[src/rtl/multi_toggle_pkg.sv]
// Shared types and constants for the multi-channel toggle/strobe generator.
package multi_toggle_pkg;

  localparam logic MODE_TOGGLE = 1'b0;
  localparam logic MODE_PULSE  = 1'b1;

  localparam int unsigned CH_IDX_W  = 4;
  // Upper bound on CNT_W; cfg buses carry div zero-extended to this width.
  localparam int unsigned MAX_CNT_W = 32;

  typedef struct packed {
    logic [MAX_CNT_W-1:0] div;
    logic                 mode;
  } ch_cfg_t;

endpackage

[src/rtl/multi_toggle_gen_if.sv]
// Control/config/output bundle of multi_toggle_gen.
interface multi_toggle_gen_if
  import multi_toggle_pkg::*;
#(
  parameter int unsigned NUM_CH = 4,
  parameter int unsigned CNT_W  = 8
);
  logic [NUM_CH-1:0]   ch_en;
  logic                sync;
  logic                cfg_we;
  logic [CH_IDX_W-1:0] cfg_ch;
  logic [CNT_W-1:0]    cfg_div;
  logic                cfg_mode;
  logic [NUM_CH-1:0]   dout;
  logic [NUM_CH-1:0]   tick;
  logic                holding;

  modport master (
    output ch_en, sync, cfg_we, cfg_ch, cfg_div, cfg_mode,
    input  dout, tick, holding
  );

  modport slave (
    input  ch_en, sync, cfg_we, cfg_ch, cfg_div, cfg_mode,
    output dout, tick, holding
  );
endinterface

[src/rtl/multi_toggle_ch.sv]
// One generator channel: divide counter, active/shadow config and registered outputs.
module multi_toggle_ch
  import multi_toggle_pkg::*;
#(
  parameter int unsigned CNT_W = 8
) (
  input  logic    clk,
  input  logic    rst,
  input  logic    hold_i,
  input  logic    sync_i,
  input  logic    en_i,
  input  logic    we_i,
  input  ch_cfg_t cfg_i,
  output logic    dout_o,
  output logic    tick_o
);

  logic [CNT_W-1:0] cnt_q, cnt_d;
  ch_cfg_t          act_q, act_d;
  ch_cfg_t          shd_q, shd_d;
  logic             pend_q, pend_d;
  logic             dout_q, dout_d;
  logic             tick_q, tick_d;
  logic             evt;
  logic             apply;

  assign evt = (MAX_CNT_W'(cnt_q) == act_q.div);

  always_comb begin
    cnt_d  = cnt_q;
    act_d  = act_q;
    shd_d  = shd_q;
    pend_d = pend_q;
    dout_d = dout_q;
    tick_d = 1'b0;
    apply  = 1'b0;
    if (hold_i) begin
      cnt_d  = '0;
      dout_d = 1'b0;
      if (we_i) begin
        act_d  = cfg_i;
        pend_d = 1'b0;
      end
    end else begin
      if (sync_i) begin
        cnt_d  = '0;
        dout_d = 1'b0;
        apply  = pend_q;
      end else if (en_i) begin
        tick_d = evt;
        cnt_d  = evt ? '0 : cnt_q + CNT_W'(1);
        // Output uses the mode active before any same-edge apply.
        if (act_q.mode == MODE_PULSE) begin
          dout_d = evt;
        end else if (evt) begin
          dout_d = ~dout_q;
        end
        apply = pend_q & evt;
      end else begin
        apply = pend_q;
        if (pend_q) begin
          cnt_d = '0;
        end
      end

      if (apply) begin
        act_d  = shd_q;
        pend_d = 1'b0;
      end

      // A write landing on an apply/sync edge bypasses the shadow.
      if (we_i) begin
        if (apply || sync_i) begin
          act_d  = cfg_i;
          pend_d = 1'b0;
        end else begin
          shd_d  = cfg_i;
          pend_d = 1'b1;
        end
      end
    end
  end

  always_ff @(posedge clk) begin
    if (rst) begin
      cnt_q  <= '0;
      act_q  <= '{div: '0, mode: MODE_TOGGLE};
      shd_q  <= '{div: '0, mode: MODE_TOGGLE};
      pend_q <= 1'b0;
      dout_q <= 1'b0;
      tick_q <= 1'b0;
    end else begin
      cnt_q  <= cnt_d;
      act_q  <= act_d;
      shd_q  <= shd_d;
      pend_q <= pend_d;
      dout_q <= dout_d;
      tick_q <= tick_d;
    end
  end

  assign dout_o = dout_q;
  assign tick_o = tick_q;

endmodule

[src/rtl/multi_toggle_gen.sv]
// Multi-channel toggle/strobe generator: post-reset hold window, cfg decode, channel array.
module multi_toggle_gen
  import multi_toggle_pkg::*;
#(
  parameter int unsigned NUM_CH      = 4,
  parameter int unsigned CNT_W       = 8,
  parameter int unsigned HOLD_CYCLES = 1
) (
  input logic               clk,
  input logic               rst,
  multi_toggle_gen_if.slave bus
);

  localparam logic [3:0] HoldInit    = 4'(HOLD_CYCLES);
  localparam logic       HoldingInit = (HOLD_CYCLES != 0);

  logic [3:0]        hold_cnt_q, hold_cnt_d;
  logic              holding_q, holding_d;
  logic              hold;
  logic              cfg_valid;
  ch_cfg_t           cfg_w;
  logic [NUM_CH-1:0] dout_w;
  logic [NUM_CH-1:0] tick_w;

  assign hold = (hold_cnt_q != 4'd0);

  always_comb begin
    hold_cnt_d = hold_cnt_q;
    holding_d  = holding_q;
    if (hold) begin
      hold_cnt_d = hold_cnt_q - 4'd1;
      holding_d  = (hold_cnt_q != 4'd1);
    end
  end

  always_ff @(posedge clk) begin
    if (rst) begin
      hold_cnt_q <= HoldInit;
      holding_q  <= HoldingInit;
    end else begin
      hold_cnt_q <= hold_cnt_d;
      holding_q  <= holding_d;
    end
  end

  // Out-of-range channel indices are dropped, never aliased.
  assign cfg_valid  = (32'(bus.cfg_ch) < NUM_CH);
  assign cfg_w.div  = MAX_CNT_W'(bus.cfg_div);
  assign cfg_w.mode = bus.cfg_mode;

  for (genvar i = 0; i < NUM_CH; i++) begin : g_ch
    logic ch_we;
    assign ch_we = bus.cfg_we & cfg_valid & (bus.cfg_ch == CH_IDX_W'(i));

    multi_toggle_ch #(
      .CNT_W (CNT_W)
    ) u_ch (
      .clk    (clk),
      .rst    (rst),
      .hold_i (hold),
      .sync_i (bus.sync),
      .en_i   (bus.ch_en[i]),
      .we_i   (ch_we),
      .cfg_i  (cfg_w),
      .dout_o (dout_w[i]),
      .tick_o (tick_w[i])
    );
  end

  assign bus.dout    = dout_w;
  assign bus.tick    = tick_w;
  assign bus.holding = holding_q;

endmodule

[src/flat_wrapper.sv]
// flat-port wrapper written by rule: the top's interface ports become plain ports
module multi_toggle_gen_flat import multi_toggle_pkg::*;
#(
  parameter int unsigned NUM_CH      = 4,
  parameter int unsigned CNT_W       = 8,
  parameter int unsigned HOLD_CYCLES = 1
)
  (clk, rst, bus_ch_en, bus_sync, bus_cfg_we, bus_cfg_ch, bus_cfg_div, bus_cfg_mode, bus_dout, bus_tick, bus_holding);
  multi_toggle_gen_if #(.NUM_CH(NUM_CH), .CNT_W(CNT_W)) bus_i ();
  input logic clk;
  input logic rst;
  input wire logic [$bits(bus_i.ch_en)-1:0] bus_ch_en;
  input wire logic [$bits(bus_i.sync)-1:0] bus_sync;
  input wire logic [$bits(bus_i.cfg_we)-1:0] bus_cfg_we;
  input wire logic [$bits(bus_i.cfg_ch)-1:0] bus_cfg_ch;
  input wire logic [$bits(bus_i.cfg_div)-1:0] bus_cfg_div;
  input wire logic [$bits(bus_i.cfg_mode)-1:0] bus_cfg_mode;
  output wire logic [$bits(bus_i.dout)-1:0] bus_dout;
  output wire logic [$bits(bus_i.tick)-1:0] bus_tick;
  output wire logic [$bits(bus_i.holding)-1:0] bus_holding;
  assign bus_i.ch_en = bus_ch_en;
  assign bus_i.sync = bus_sync;
  assign bus_i.cfg_we = bus_cfg_we;
  assign bus_i.cfg_ch = bus_cfg_ch;
  assign bus_i.cfg_div = bus_cfg_div;
  assign bus_i.cfg_mode = bus_cfg_mode;
  assign bus_dout = bus_i.dout;
  assign bus_tick = bus_i.tick;
  assign bus_holding = bus_i.holding;
  multi_toggle_gen #(.NUM_CH(NUM_CH), .CNT_W(CNT_W), .HOLD_CYCLES(HOLD_CYCLES)) u_core (.clk(clk), .rst(rst), .bus(bus_i));
endmodule
[config.mk]
export PLATFORM = sky130hd
export DESIGN_NAME = multi_toggle_gen_flat
export DESIGN_NICKNAME = d
export VERILOG_FILES = /design/src/rtl/multi_toggle_pkg.sv /design/src/rtl/multi_toggle_gen_if.sv /design/src/rtl/multi_toggle_ch.sv /design/src/rtl/multi_toggle_gen.sv /design/src/flat_wrapper.sv
export SDC_FILE = /design/constraint.sdc
export NUM_CORES = 1
export LEC_CHECK = 0
export CELL_PAD_IN_SITES_DETAIL_PLACEMENT = 0
export CELL_PAD_IN_SITES_GLOBAL_PLACEMENT = 2
export CORE_ASPECT_RATIO = 0.75
export CORE_UTILIZATION = 43
export CTS_CLUSTER_DIAMETER = 50
export CTS_CLUSTER_SIZE = 40
export DETAILED_ROUTE_END_ITERATION = 6
export PLACE_DENSITY_LB_ADDON = 0.1
export SLEW_MARGIN = 20
export SYNTH_ARGS = -nofsm -noshare
export SYNTH_HDL_FRONTEND = slang
export SYNTH_SLANG_ARGS = --single-unit
[constraint.sdc]
create_clock -name clk -period 4.65 [get_ports clk]
set_clock_uncertainty 0.1 [all_clocks]
set_input_delay 0.93 -clock clk [delete_from_list [all_inputs] [get_ports clk]]
set_output_delay 0.93 -clock clk [all_outputs]
set_load 0.01 [all_outputs]
==> Flow_metrics.wiki, run 1 <==
{| class="wikitable"
! Metric !! Value
|-
| Worst setup path start || bus_sync
|-
| Tightest hold margin || 0.359 ns
|-
| Quantity of hold-fixing buffers added after cts || 0
|-
| Max-slew headroom at the worst pin || 0.451
|-
| Core ar. || 19700 µm²
|-
| Final Max Tran Viols || 0
|-
| Die Height || around 130 µm
|-
| Initial standard-cell utilization of the core || 0.446
|-
| Number of antenna violations at the first check in global routing || 0
|-
| Clock latency at the later pin of the worst-skew pair || 0.49 ns
|-
| Largest cells by area after synthesis || sky130_fd_sc_hd__dfxtp_1 50%, sky130_fd_sc_hd__mux2i_1 6.1%, sky130_fd_sc_hd__and2_1 5.4%
|-
| Maximum number of pins on one net before global-route repair || 57
|-
| # Post-CTS Setup Buffers || 0
|-
| Pre-Repair DR Iteration Count || 5
|-
| Part of the power in combinational logic || 0.136
|-
| Psw || 1.11 mW
|-
| TritonCTS clock tree || yes
|-
| Relative contribution of sequential cells to total power || 0.484
|-
| Most area-hungry cell type in the Yosys netlist || sky130_fd_sc_hd__dfxtp_1
|-
| Via total after detailed routing || 6465
|-
| Overall die area || approximately 21000 µm²
|-
| Share of the yosys chip area belonging to registers || 0.496
|-
| Final Net Count || 914
|-
| Antenna diode count || 0
|-
| Final number of hold-violating endpoints || 0
|-
| CP Cell Sequence || clkdlybuf4s50_1 > clkinv_1 > nand2_1 > nor2_1 > a22oi_1 > buf_4 > nor2b_1 > a221o_1
|-
| Sinks on the clock net || 217
|-
| Switch share || 0.278
|-
| Syn Nets || just over 900
|-
| Total leakage power || 3.52 nW
|-
| Power density normalized to cell area || 410 nW/µm²
|-
| Unrepaired setup endpoints after global routing || false
|-
| Pin slew with the least headroom to its limit || 0.820 ns
|-
| Post-Syn Area || 8760 µm²
|-
| Leading cell types in the layout, fill and taps excluded || 217 x sky130_fd_sc_hd__dfxtp_1, 78 x sky130_fd_sc_hd__nor2_1, 75 x sky130_fd_sc_hd__and2_1
|-
| DRC viols || 0
|-
| Antenna Violating Nets Remaining || 0
|-
| Maximum buffer depth of the clock tree || 3
|-
| Chip Width || 167 µm
|-
| Port buffer count || 29
|-
| Total power of the final layout || 4.01 mW
|-
| Area Growth Syn to Fin || 11.6%
|-
| Most common flop cell mapped by yosys || sky130_fd_sc_hd__dfxtp_1
|-
| Largest vdd supply drop || 242 µV
|-
| Area share of the largest cell type after synthesis || 0.496
|-
| H-tree levels || 1
|-
| Clock period minus final worst setup slack || 3.28 ns
|-
| Category of cells accounting for the largest share of critical-path delay || buffers and inverters
|-
| Internal power contribution || 2.90 mW
|-
| #FFs+latches synth || 217
|-
| Aggregate negative setup slack || 0 ns
|-
| Arrival time of data at the critical path endpoint || 3.57 ns
|-
| Final HPWL DP || 14.3 mm
|-
| Fraction of registers with async set or reset after synthesis || 0
|-
| Library cells used by synthesis || 57
|-
| Total Routed Length || 20.3 mm
|-
| CP Max Fanout || 25
|-
| Clock-pin slew reported for the worst setup and hold paths after clock tree synthesis || 0.08 ns
|-
| Number of global-route vias before repair || around 6300
|-
| Cell with the largest stage delay on the worst path || sky130_fd_sc_hd__clkdlybuf4s50_1
|-
| Period Utilization, post-route || 0.706
|-
| Remaining Overflow, GRT || 0
|-
| RR Startpoint || u_core.hold_cnt_q[0]$_SDFFE_PP1N_
|-
| TritonCTS buffer count || 18
|-
| Critical path data required time || 4.93 ns
|-
| Fillcell total || 1798
|-
| Min-delay worst type || register to register
|-
| Routability cong. || approximately 0.81
|-
| Count of routing violations after the opening detailed-route iteration || 431
|-
| Element type at the critical path end || register
|-
| Final-report setup violation count || 0
|-
| Startpoint Class || input port
|-
| Synthesized area per cell || 9.96 µm²
|-
| Cell count after synthesis || 880
|-
| Portion of total power attributed to the clock network || 0.380
|-
| Global-route usage over all layers || 0.198
|-
| Worst path buffer plus inverter count || 3
|-
| Wirelength per Cell || 17.7 µm
|-
| Origin of the worst min-delay path || u_core.g_ch[1].u_ch.act_q[23]$_SDFFE_PP0P_
|-
| I/O Pins || 30
|-
| Max Clock Freq || roughly 0.30 GHz
|-
| Result of the run || finished clean
|-
| Type of the worst setup path || input port to register
|-
| Most common cell after layout, fill and taps aside || sky130_fd_sc_hd__dfxtp_1
|-
| Share of final-layout standard cells stronger than drive strength 1 || 0.0746
|-
| Post-cts gate resize count || 0
|-
| Maximum single-stage delay on the critical path || 0.54 ns
|-
| Number of maximum-capacitance violations || 0
|-
| Number of synthesized flops with an enable pin || 0
|-
| Cell row count || 44
|-
| Average via count per standard cell || approximately 5.6
|-
| Clock tree root driver cell || sky130_fd_sc_hd__clkbuf_16
|-
| Global-route wire length before repair || 33.6 mm
|-
| Count of synthesis-stage warnings from yosys || 0
|}
## synthesized netlist by cell type (7+ instances only)
cell                       number
sky130_fd_sc_hd__dfxtp_1      217
sky130_fd_sc_hd__nor2_1        78
sky130_fd_sc_hd__and2_1        75
sky130_fd_sc_hd__mux2i_1       53
sky130_fd_sc_hd__nor2b_1       38
sky130_fd_sc_hd__nand2_1       36
sky130_fd_sc_hd__a21oi_1       34
sky130_fd_sc_hd__xnor2_1       33
sky130_fd_sc_hd__clkbuf_1      29
sky130_fd_sc_hd__a311oi_1      25
sky130_fd_sc_hd__nor4_1        24
sky130_fd_sc_hd__a221o_1       19
sky130_fd_sc_hd__a22oi_1       17
sky130_fd_sc_hd__o21ai_0       17
sky130_fd_sc_hd__and3_1        16
sky130_fd_sc_hd__nand2b_1      16
sky130_fd_sc_hd__nand4_1       13
sky130_fd_sc_hd__inv_1         12
sky130_fd_sc_hd__buf_4         11
sky130_fd_sc_hd__nand3_1       10
sky130_fd_sc_hd__buf_2          9
sky130_fd_sc_hd__a41oi_1        7
sky130_fd_sc_hd__nor3b_1        7
## final timing paths
path	endpoint	slack, ns	cells after the start
setup / recovery	u_core.g_ch[0].u_ch.act_q[5]$_SDFFE_PP0P_	1.37	8
hold reg to reg	u_core.g_ch[1].u_ch.act_q[23]$_SDFFE_PP0P_	0.36	1
hold / removal	u_core.g_ch[1].u_ch.act_q[23]$_SDFFE_PP0P_	0.36	1
setup reg to reg	u_core.g_ch[0].u_ch.act_q[5]$_SDFFE_PP0P_	1.44	9
## final cells by class
class	instances	area [µm²]	area share
multi-input combinational	593	4080	0.418
inverter	14	52.6	0.00537
clock buffer	22	497	0.0508
timing repair buffer	43	390	0.0399
tap	253	317	0.0324
sequential	217	4340	0.444
clock inverter	9	93.8	0.00960
## power groups by stage
stage               registers [mW]  logic (mW)  clock network (mW)
finish                        1.94       0.546                1.52
floorplan                     1.97       0.376                   0
global placement              1.98       0.522                   0
detailed placement            1.98       0.542                   0
CTS                           1.94       0.545                1.57
global route                  1.95       0.599                1.65
## logic make-up after synthesis
logic type,share of synthesized area
AND/OR/NAND/NOR,0.213
flip-flops,0.496
multiplexers,0.0644
adder cells (fa/ha/maj),0.00857
AO/OA/AOI/OAI,0.145
XOR/XNOR,0.0330
buffers and inverters,0.0394
## registers in the layout, summed over array words and instances (netlist names)
signal and flops:
u_core.bus.holding 1, u_core.g_ch.u_ch.act_q 132, u_core.g_ch.u_ch.cnt_q 32, u_core.g_ch.u_ch.dout_o 4, u_core.g_ch.u_ch.pend_q 4, u_core.g_ch.u_ch.shd_q 36
u_core.g_ch.u_ch.tick_o 4, u_core.hold_cnt_q 4
## per-stage QoR
stage                     utilization  setup WS (ns)  cells  cell area, µm²
after floorplan                     -           1.85    880            8760
after global placement          0.467          0.980   1120            9190
after detailed placement        0.467          0.874   1120            9190
after CTS                       0.498           1.43   1151            9780
after global routing            0.498           1.10   1151            9780
final                           0.498           1.37   1151            9780
## per-layer routing
layer  share of wire  wire, µm  up-vias  GRT usage
met2            0.44      9000      139      0.309
met3           0.040       807       31     0.0321
met4           0.020       405        0     0.0496
met1            0.50     10100     3111      0.284
met5               0         0        -          0
li1                -         -     3184          -
(Power assumes the default switching activity.)
==> run 2, diff against run 1 <==
--- a/config.mk
+++ b/config.mk
@@ -8,7 +8,7 @@
 export CELL_PAD_IN_SITES_DETAIL_PLACEMENT = 0
 export CELL_PAD_IN_SITES_GLOBAL_PLACEMENT = 2
 export CORE_ASPECT_RATIO = 0.75
-export CORE_UTILIZATION = 43
+export CORE_UTILIZATION = 36
 export CTS_CLUSTER_DIAMETER = 50
 export CTS_CLUSTER_SIZE = 40
 export DETAILED_ROUTE_END_ITERATION = 6
==> constraint.sdc (replaced) <==
create_clock -name clk -period 2.8 [get_ports clk]
set_clock_uncertainty 0.1 [all_clocks]
set_input_delay 0.56 -clock clk [delete_from_list [all_inputs] [get_ports clk]]
set_output_delay 0.56 -clock clk [all_outputs]
set_load 0.01 [all_outputs]
==> Flow_metrics.wiki, run 2 (same netlist as run 1, synthesis figures left out) <==
{| class="wikitable"
! Metric !! Value
|-
| Global-route wire length before repair || 35.3 mm (+5.2%)
|-
| Critical path data required time || 3.08 ns (-1.85 ns)
|-
| Number of maximum-capacitance violations || 0 (unchanged)
|-
| Sinks on the clock net || 217 (unchanged)
|-
| Core ar. || 23900 µm² (+22%)
|-
| Max-slew headroom at the worst pin || 0.565 (+0.114)
|-
| Largest vdd supply drop || 373 µV (+55%)
|-
| Pin slew with the least headroom to its limit || 0.650 ns (-0.170 ns)
|-
| Dpl ws || -0.171 ns (-1.04 ns)
|-
| Final HPWL DP || 15.7 mm (+10%)
|-
| Largest register FFs || 132 (unchanged)
|-
| Routability cong. || 0.822 (+1.7%)
|-
| Relative contribution of sequential cells to total power || 0.449 (-0.035)
|-
| Element type at the critical path end || register
|-
| I/O Pins || 30 (unchanged)
|-
| Portion of total power attributed to the clock network || 0.406 (+0.026)
|-
| Clock-pin slew reported for the worst setup and hold paths after clock tree synthesis || 0.08 ns (about the same)
|-
| Antenna diode count || 0 (unchanged)
|-
| Total power of the final layout || 7.17 mW (+79%)
|-
| Switch share || 0.281 (+0.00374)
|-
| Result of the run || finished clean
|-
| Final-report setup violation count || 0 (unchanged)
|-
| Share of final-layout standard cells stronger than drive strength 1 || 0.128 (+0.0532)
|-
| Die Height || 137 µm (+9.1%)
|-
| Overall die area || 25000 µm² (+19%)
|-
| DRC viols || 0 (unchanged)
|-
| Final number of hold-violating endpoints || 0 (unchanged)
|-
| H-tree levels || 1 (unchanged)
|-
| Antenna Violating Nets Remaining || 0 (unchanged)
|-
| Average via count per standard cell || 5.19 (-7.6%)
|-
| Wirelength per Cell || 17.2 µm (-2.6%)
|-
| Port buffer count || 29 (unchanged)
|-
| # Post-CTS Setup Buffers || 0 (unchanged)
|-
| TritonCTS clock tree || yes
|-
| Termination of the worst setup path || u_core.g_ch[2].u_ch.act_q[3]$_SDFFE_PP0P_
|-
| Via total after detailed routing || 6503 (+0.59%)
|-
| Internal power contribution || 5.15 mW (+78%)
|-
| Leading registers by flop count || u_core.g_ch.u_ch.act_q: 132 flops, u_core.g_ch.u_ch.shd_q: 36 flops, u_core.g_ch.u_ch.cnt_q: 32 flops
|-
| Post-cts gate resize count || 0 (unchanged)
|-
| Pre-Repair DR Iteration Count || 4 (-1)
|-
| Clock latency at the later pin of the worst-skew pair || 0.51 ns (+0.02 ns)
|-
| Post-Place Cells || 1215 (+8.5%)
|-
| TritonCTS buffer count || 21 (+3)
|-
| Leading cell types in the layout, fill and taps excluded || 217 x sky130_fd_sc_hd__dfxtp_1, 78 x sky130_fd_sc_hd__nor2_1, 75 x sky130_fd_sc_hd__and2_1
|-
| End of the worst register-to-register path || u_core.g_ch[2].u_ch.act_q[3]$_SDFFE_PP0P_
|-
| Maximum buffer depth of the clock tree || 3 (unchanged)
|-
| Number of antenna violations at the first check in global routing || 0 (unchanged)
|-
| Worst setup path start || u_core.g_ch[2].u_ch.act_q[16]$_SDFFE_PP0P_
|-
| CP Max Fanout || 16 (-36%)
|-
| Startpoint Class || register
|-
| Area Growth Syn to Fin || 18.0%
|-
| Arrival time of data at the critical path endpoint || 2.86 ns (-0.71 ns)
|-
| Number of cells on the worst reg-to-reg path || 6 (-3)
|-
| Global-route usage over all layers || 0.178 (-0.0200)
|-
| Clock period minus final worst setup slack || 2.57 ns
|-
| Final Net Count || 959 (+4.9%)
|-
| Type of the worst setup path || register to register
|-
| Clock tree root driver cell || sky130_fd_sc_hd__clkbuf_16
|-
| Chip Width || 182 µm (+9.2%)
|-
| RR Startpoint || u_core.g_ch[2].u_ch.act_q[16]$_SDFFE_PP0P_
|-
| Total leakage power || 3.79 nW (+7.6%)
|-
| Fillcell total || 2290 (+27%)
|-
| Post-layout utilization of the core || 0.432 (-0.0650)
|-
| Max Clock Freq || 0.388 GHz
|-
| Cell row count || 49 (+11%)
|-
| Maximum number of pins on one net before global-route repair || 33 (-42%)
|-
| Number of global-route vias before repair || 6510 (+3.5%)
|-
| Remaining Overflow, GRT || 0 (unchanged)
|-
| Total Routed Length || 21.6 mm (+6.0%)
|-
| Initial standard-cell utilization of the core || 0.366 (-0.0794)
|-
| Period Utilization, post-route || 0.920
|-
| Power density normalized to cell area || 693 nW/µm² (+69%)
|-
| Final Worst Setup Slack || 0.225 ns (-1.14 ns)
|-
| Most common cell after layout, fill and taps aside || sky130_fd_sc_hd__dfxtp_1
|-
| Psw || 2.02 mW (+81%)
|-
| Non-filler cells, final || 1253 (+8.9%)
|-
| Reg2Reg Setup Slack || 0.23 ns (-1.21 ns)
|-
| Unrepaired setup endpoints after global routing || false
|-
| Register with the highest flop count || u_core.g_ch.u_ch.act_q
|-
| Count of routing violations after the opening detailed-route iteration || 250 (-42%)
|-
| Part of the power in combinational logic || 0.144 (+0.008)
|-
| Final Max Tran Viols || 0 (unchanged)
|-
| Quantity of hold-fixing buffers added after cts || 0 (unchanged)
|-
| Min-delay worst type || input port to register
|}
[run 2: cell types whose count changed in the layout (fill, tap and decap cells not counted), moves of 3 or more]
cell	delta
sky130_fd_sc_hd__clkinv_4	-3
sky130_fd_sc_hd__buf_4	+39
sky130_fd_sc_hd__clkinvlp_4	+4
sky130_fd_sc_hd__buf_12	+3
[run 2: how the worst min path moves through the flow]
stage	cells past startpoint	to	slack, ns	start
3_3_place_gp	1	u_core.g_ch[3].u_ch.act_q[30]$_SDFFE_PP0P_	0.34	u_core.g_ch[3].u_ch.act_q[30]$_SDFFE_PP0P_
2_1_floorplan	1	u_core.g_ch[1].u_ch.act_q[11]$_SDFFE_PP0P_	0.33	u_core.g_ch[1].u_ch.act_q[11]$_SDFFE_PP0P_
4_1_cts	2	u_core.g_ch[0].u_ch.shd_q[5]$_SDFFE_PP0P_	0.30	rst
6_report	2	u_core.g_ch[0].u_ch.shd_q[0]$_SDFFE_PP0P_	0.33	rst
3_5_place_dp	1	u_core.g_ch[2].u_ch.act_q[32]$_SDFFE_PP0P_	0.34	u_core.g_ch[2].u_ch.act_q[32]$_SDFFE_PP0P_
5_1_grt	2	u_core.g_ch[0].u_ch.shd_q[2]$_SDFFE_PP0P_	0.33	rst
[run 2: metal layers]
metal	part of all wire	track usage	wire length [µm]	vias up
li1	-	-	-	3279
met1	0.50	0.256	10900	3113
met2	0.44	0.275	9460	83
met3	0.041	0.0293	893	28
met4	0.016	0.0439	353	0
met5	0	0	0	-
[run 2: area by class of cell]
| type | count | area (µm²) | area share |
|---|---|---|---|
| Inverter | 14 | 52.6 | 0.00508 |
| Tap cell | 306 | 383 | 0.0370 |
| Timing Repair Buffer | 85 | 743 | 0.0719 |
| Clock buffer | 22 | 539 | 0.0521 |
| Multi-Input combinational cell | 593 | 4100 | 0.396 |
| Sequential cell | 217 | 4340 | 0.420 |
| Clock inverter | 16 | 181 | 0.0175 |
[run 2: through the flow]
| step | TNS (ns) | hold slack (ns) | cell area, µm² |
|---|---|---|---|
| detailed placement | -3.65 | 0.344 | 9610 |
| global route | 0 | 0.327 | 10300 |
| global placement | -2.15 | 0.342 | 9610 |
| floorplan | 0 | 0.330 | 8760 |
| CTS | 0 | 0.305 | 10300 |
| finish | 0 | 0.325 | 10300 |
[run 2: worst max-delay path: stages, from the launching register on]
cell and delay [ns]:
sky130_fd_sc_hd__dfxtp_1 0.31, sky130_fd_sc_hd__nor4_1 0.33, sky130_fd_sc_hd__nand4_1 0.24, sky130_fd_sc_hd__or4_1 0.58
sky130_fd_sc_hd__and2_1 0.40, sky130_fd_sc_hd__o31ai_4 0.34, sky130_fd_sc_hd__o211ai_1 0.15
[run 2: power groups by stage]
stage                     Sequential (mW)  Combinational [mW]  Clock [mW]
after detailed placement             3.29                1.02           0
after global routing                 3.23                1.13        3.15
after global placement               3.29                1.01           0
final                                3.22                1.03        2.91
after floorplan                      3.28               0.625           0
after CTS                            3.22                1.03        3.02
==> run 3, diff against run 2 <==
--- a/config.mk
+++ b/config.mk
@@ -17,3 +17,4 @@
 export SYNTH_ARGS = -nofsm -noshare
 export SYNTH_HDL_FRONTEND = slang
 export SYNTH_SLANG_ARGS = --single-unit
+export TNS_END_PERCENT = 50
==> results of run 3 <==
The final DEF is identical to that of run 2; final timing and power are the same.
